$ cat src/rtl/dmem_arbiter.sv
`timescale 1ns/1ps
// dmem_arbiter
// Two-requester round-robin arbiter and sequencer in front of a single-port
// data memory (write on falling clock edge, combinational read).
// Requester 0 is the pipeline MEM stage, requester 1 the loader/debug port.
// Each accepted request runs IDLE -> ACCESS -> RESP, so a transaction takes
// three cycles and responses come back as a one-cycle pulse.
//
// Ports:
//   clk, reset                 clock, synchronous active-high reset
//   reqN_valid/write/addr/wdata request from requester N (hold until ready)
//   reqN_ready                 request N accepted this cycle (IDLE only)
//   respN_valid/respN_rdata    response pulse and read data for requester N
//   resp_err                   with respN_valid: address out of range
//   mem_MemWrite/Memread       memory write/read enables (ACCESS only)
//   mem_address/mem_writeData  memory address and write data (ACCESS only)
//   mem_readData               memory read data (combinational)
module dmem_arbiter #(
  parameter int unsigned ADDR_W    = 32,
  parameter int unsigned DATA_W    = 32,
  parameter int unsigned MEM_WORDS = 32
) (
  input  logic              clk,
  input  logic              reset,
  input  logic              req0_valid,
  input  logic              req0_write,
  input  logic [ADDR_W-1:0] req0_addr,
  input  logic [DATA_W-1:0] req0_wdata,
  output logic              req0_ready,
  output logic              resp0_valid,
  output logic [DATA_W-1:0] resp0_rdata,
  input  logic              req1_valid,
  input  logic              req1_write,
  input  logic [ADDR_W-1:0] req1_addr,
  input  logic [DATA_W-1:0] req1_wdata,
  output logic              req1_ready,
  output logic              resp1_valid,
  output logic [DATA_W-1:0] resp1_rdata,
  output logic              resp_err,
  output logic              mem_MemWrite,
  output logic              mem_Memread,
  output logic [ADDR_W-1:0] mem_address,
  output logic [DATA_W-1:0] mem_writeData,
  input  logic [DATA_W-1:0] mem_readData
);

  localparam logic [ADDR_W-1:0] MEM_LIMIT = ADDR_W'(MEM_WORDS);

  typedef enum logic [1:0] {
    IDLE   = 2'd0,
    ACCESS = 2'd1,
    RESP   = 2'd2
  } state_t;

  // Latched transaction; err marks an out-of-range address (no access).
  typedef struct packed {
    logic              write;
    logic              id;
    logic              err;
    logic [ADDR_W-1:0] addr;
    logic [DATA_W-1:0] wdata;
  } txn_t;

  state_t            state;
  state_t            state_next;
  logic              rr_ptr;   // requester preferred when both are valid
  txn_t              txn;
  logic [DATA_W-1:0] rdata;
  logic              grant0;
  logic              grant1;
  logic [ADDR_W-1:0] sel_addr;

  assign sel_addr = grant1 ? req1_addr : req0_addr;

  // State register.
  always_ff @(posedge clk) begin
    if (reset) begin
      state <= IDLE;
    end else begin
      state <= state_next;
    end
  end

  // Next state, arbitration and output decode.
  always_comb begin
    state_next    = state;
    grant0        = 1'b0;
    grant1        = 1'b0;
    req0_ready    = 1'b0;
    req1_ready    = 1'b0;
    resp0_valid   = 1'b0;
    resp1_valid   = 1'b0;
    resp0_rdata   = '0;
    resp1_rdata   = '0;
    resp_err      = 1'b0;
    mem_MemWrite  = 1'b0;
    mem_Memread   = 1'b0;
    mem_address   = '0;
    mem_writeData = '0;

    case (state)
      IDLE: begin
        if (req0_valid && req1_valid) begin
          grant0 = ~rr_ptr;
          grant1 = rr_ptr;
        end else begin
          grant0 = req0_valid;
          grant1 = req1_valid;
        end
        // Nothing is accepted while reset is held.
        if (reset) begin
          grant0 = 1'b0;
          grant1 = 1'b0;
        end
        req0_ready = grant0;
        req1_ready = grant1;
        if (grant0 || grant1) begin
          state_next = ACCESS;
        end
      end

      ACCESS: begin
        state_next = RESP;
        if (!txn.err) begin
          mem_address = txn.addr;
          if (txn.write) begin
            // Gated so no write reaches memory while reset is high.
            mem_MemWrite  = ~reset;
            mem_writeData = txn.wdata;
          end else begin
            mem_Memread = 1'b1;
          end
        end
      end

      RESP: begin
        state_next = IDLE;
        if (!reset) begin
          resp_err = txn.err;
          if (txn.id) begin
            resp1_valid = 1'b1;
            resp1_rdata = rdata;
          end else begin
            resp0_valid = 1'b1;
            resp0_rdata = rdata;
          end
        end
      end

      default: begin
        state_next = IDLE;
      end
    endcase
  end

  // Transaction latch, round-robin pointer and read-data capture.
  always_ff @(posedge clk) begin
    if (reset) begin
      rr_ptr <= 1'b0;
      txn    <= '0;
      rdata  <= '0;
    end else begin
      if (grant0 || grant1) begin
        // Prefer the other requester next time.
        rr_ptr    <= grant0;
        txn.id    <= grant1;
        txn.write <= grant1 ? req1_write : req0_write;
        txn.addr  <= sel_addr;
        txn.wdata <= grant1 ? req1_wdata : req0_wdata;
        txn.err   <= (sel_addr >= MEM_LIMIT);
      end
      if (state == ACCESS) begin
        rdata <= (!txn.err && !txn.write) ? mem_readData : '0;
      end
    end
  end

endmodule
$ cat config.mk
export PLATFORM = sky130hd
export DESIGN_NAME = dmem_arbiter
export DESIGN_NICKNAME = d
export VERILOG_FILES = /design/src/rtl/dmem_arbiter.sv
export SDC_FILE = /design/constraint.sdc
export NUM_CORES = 1
export LEC_CHECK = 0
export ABC_AREA = 1
export CAP_MARGIN = 20
export CORE_MARGIN = 2
export CORE_UTILIZATION = 39
export DETAILED_ROUTE_END_ITERATION = 6
export GPL_TIMING_DRIVEN = 0
export PLACE_DENSITY = 0.81
export SYNTH_ARGS = -nofsm -noshare
export SYNTH_HDL_FRONTEND = slang
export SYNTH_SLANG_ARGS = --single-unit
$ cat constraint.sdc
create_clock -name clk -period 2.2 [get_ports clk]
set_clock_uncertainty 0.2 [all_clocks]
set_input_delay 0.33 -clock clk [delete_from_list [all_inputs] [get_ports clk]]
set_output_delay 0.33 -clock clk [all_outputs]
set_load 0.01 [all_outputs]
==> results.yml <==
status:
  status: "finished with violations"
  violations: "setup timing"
setup_path:
  crit_fanout: 5
  critPathBufInv: 7
  reg2regPathDepth: 13
  end_kind: "output pin"
  path_depth: 10
  crit_chain: "inv_4 -> nor2_4 -> inv_2 -> nor3_4 -> inv_4 -> buf_12 -> buf_12 -> buf_8 -> nor2_1 -> buf_2"
  max_stage_delay_ps: 350
  cp_data_required_time_ps: 1670
  r2r_start: "state[0]"
  r2r_end: "txn[64]"
  start_kind: "flop"
  worstPathArrival_ps: 1760
  criticalPathCategory: "flop to output pin"
  reg2reg_slack_ps: 50
  critPathSlowestCell: "dfxtp_2"
  crit_family: "buffers and inverters"
clock_tree:
  numCtsBuffers: 9
  htree_num_levels: 3
  worstSkewPairLatency_ps: 350
  cts-root-buf: "clkbuf_16"
  holdBufCountCts: 0
  cts.clk_slew.worst_paths_ps: 70
  cts_buffer_depth: 2
  cts.sinks: 102
  cts_tree: "done"
placement:
  place_congestion: 0.889
  pre_cts_ws_ps: -647
  dp.cells: 1287
  dp_hpwl_mm: 15.8
  io_buffers: 299
synthesis:
  yosysWarnings: 0
  avgSynthCellArea_um2: 6.63
  synth_cell_type_count: 26
  ys_seq_elements: 102
  yosysSeqAreaShare_pct: 37.9
  synth_simple_gate_area_share_pct: 30.0
  netlist_instances: 812
  synth_fp_nets: 978
  synth_compound_area_share_pct: 21.6
  synth_adder_area_share_pct: 0
  synth_top_family_by_area: "simple AND/OR/NAND/NOR gates"
  synth-xor-area-share_pct: 0
  synth.area.mux_share_pct: 0
  synth_area_um2: 5390
flow_run:
  maxCapViolations: 0
timing:
  setup-tns-final_ps: -859
  final_max_slew_viol_count: 0
  tightest_slew_ps: 598
  slew_headroom_pct: 60.2
  rsz0062_at_grt: "true"
  min_period_over_period_pct: 104
  final-setup-viol-count: 11
  min_period_ps: 2290
  hold_violations: 0
  setup_slack_ps: -93.2
  fmax_mhz: 436
die:
  initial_utilization_pct: 40.4
  num_rows: 42
  core_area_um2: 13300
  die_h_um: 122
  die_w_um: 122
  ios: 301
  die_area_um2: 14800
hold_path:
  min_path_type: "input pin to flop"
  min_from: "reset"
  holdPathStages: 4
  min_to: "rr_ptr"
cells_and_area:
  final_nets: 1310
  area_growth_pct: 69.5
  final_core_utilization_pct: 68.4
  stdcell_count: 1325
  drive_gt1_share_pct: 19.9
  fillers: 1194
route:
  drc: 0
  firstDrtPassIters: 4
  viasPerCell: 5.00
  drt_iter0_markers: 306
  vias: 6631
  drtAntennaViolNets: 0
  post_drt_wl_per_cell_um: 15.9
  drt_wl_total_mm: 21.1
global_route:
  grt_pass1_vias: 6162
  met1_usage_pct: 31.7
  grt_max_degree: 16
  antenna_found_initial: 2
  grt_pass1_wl_mm: 31.5
  overflow: 0
  track_usage_pct: 27.5
  grt.busiest_layer: "met2"
  grt_util_met3_pct: 6.25
  grt.met2_usage_pct: 49.8
power_and_ir_drop:
  ir_drop_uv: 443
  p_per_area_nw_per_um2: 538
  total_power_mw: 4.91
  p_leak_nw: 3.75
how the worst max path moves through the flow:
stage / startpoint / to / slack (ps)
after floorplan: state[1] / resp0_rdata[10] / 260
after global placement: state[1] / resp0_rdata[11] / -620
after detailed placement: state[1] / mem_address[20] / -650
after CTS: state[1] / resp0_rdata[30] / -240
after global routing: state[1] / resp0_rdata[25] / -180
final: state[1] / resp0_rdata[27] / -90
flip-flops by register name, indices dropped and copies added (netlist names):
name    cells
txn        67
rdata      32
state       2
rr_ptr      1
power by group:
part / internal (mW) / leakage [nW] / switching (mW)
clock network: 0.782 / 0.126 / 0.697
logic: 0.642 / 2.78 / 0.694
registers: 2.01 / 0.837 / 0.0846
total: 3.43 / 3.75 / 1.48
tightest hold or removal path: cells and delay by family:
kind                   cells  cell delay [ps]
AOI/OAI and AO/OA          1               70
and+or+nand+nor            2              170
buffers and inverters      1              130
synth_stat cells:
| library cell | instances | area (um^2) |
|---|---|---|
| o21a_1 | 38 | 285 |
| a21oi_1 | 84 | 420 |
| nand4_1 | 18 | 113 |
| buf_2 | 11 | 55.1 |
| nand2_1 | 196 | 736 |
| o21ai_1 | 38 | 190 |
| nor2_8 | 1 | 20.0 |
| inv_2 | 1 | 3.75 |
| buf_4 | 1 | 7.51 |
| nor3_1 | 3 | 15.0 |
| a211oi_1 | 1 | 7.51 |
| a31oi_1 | 14 | 87.6 |
| buf_6 | 9 | 101 |
| nand3_4 | 1 | 17.5 |
| dfxtp_1 | 102 | 2040 |
| o21ai_0 | 35 | 175 |
| nor2_1 | 115 | 432 |
| nand3_2 | 1 | 10.0 |
| nor3b_1 | 32 | 240 |
| nand2_2 | 2 | 12.5 |
| nand3_1 | 3 | 15.0 |
| clkbuf_1 | 41 | 154 |
| clkinv_1 | 1 | 3.75 |
| inv_1 | 59 | 221 |
| nor2_2 | 1 | 6.26 |
| buf_1 | 4 | 15.0 |
cell usage in the layout (no fill, tap or decap), types with 4 or more instances in the layout:
cell / count
o21ai_0: 35
buf_4: 21
inv_1: 54
nand4_1: 18
nor3b_2: 4
clkbuf_2: 49
clkbuf_8: 5
o21a_1: 38
nand2_1: 192
a31oi_1: 14
nor2_1: 81
buf_2: 40
inv_4: 4
o21ai_1: 38
clkdlybuf4s15_2: 5
clkbuf_1: 19
buf_12: 4
clkdlybuf4s50_1: 163
clkbuf_16: 10
nor2_2: 22
buf_8: 5
buf_6: 17
clkdlybuf4s15_1: 25
clkbuf_4: 6
dfxtp_1: 99
a21oi_1: 84
nor2_4: 13
nor3b_1: 27
dlygate4sd2_1: 25
through the flow:
step	instance area, um^2	hold WS (ps)
after floorplan	5390	240
after global placement	8600	247
after detailed placement	8600	251
after CTS	9000	198
after global routing	9130	220
final	9130	217
logic make-up after synthesis:
family | Yosys count
AOI/OAI and AO/OA | 210
buffers and inverters | 127
DFF | 102
and+or+nand+nor | 373
layer usage:
metal	part of all wire, %	vias to the layer above
li1	-	3302
met4	2.3	0
met3	7.5	32
met5	0	-
met1	39	3039
met2	51	258
repair_timing:
item	in CTS	in global routing
buffers inserted	9	13
gates cloned	3	1
pin swaps	4	11
gates resized for setup	358	175
setup endpoints to repair	135	133
area by class of cell:
class                           count  area (um^2)  area share, %
Antenna cell                        2         5.00         0.0548
Buffer                             64          442           4.84
Clock buffer                       10          239           2.62
Clock inverter                      4         25.0          0.274
Inverter                           61          239           2.62
Multi-Input combinational cell    583         3020           33.1
Sequential cell                   102         2050           22.4
Tap cell                          176          220           2.41
Timing Repair Buffer              323         2890           31.6
Power figures use the tool's default switching activity.
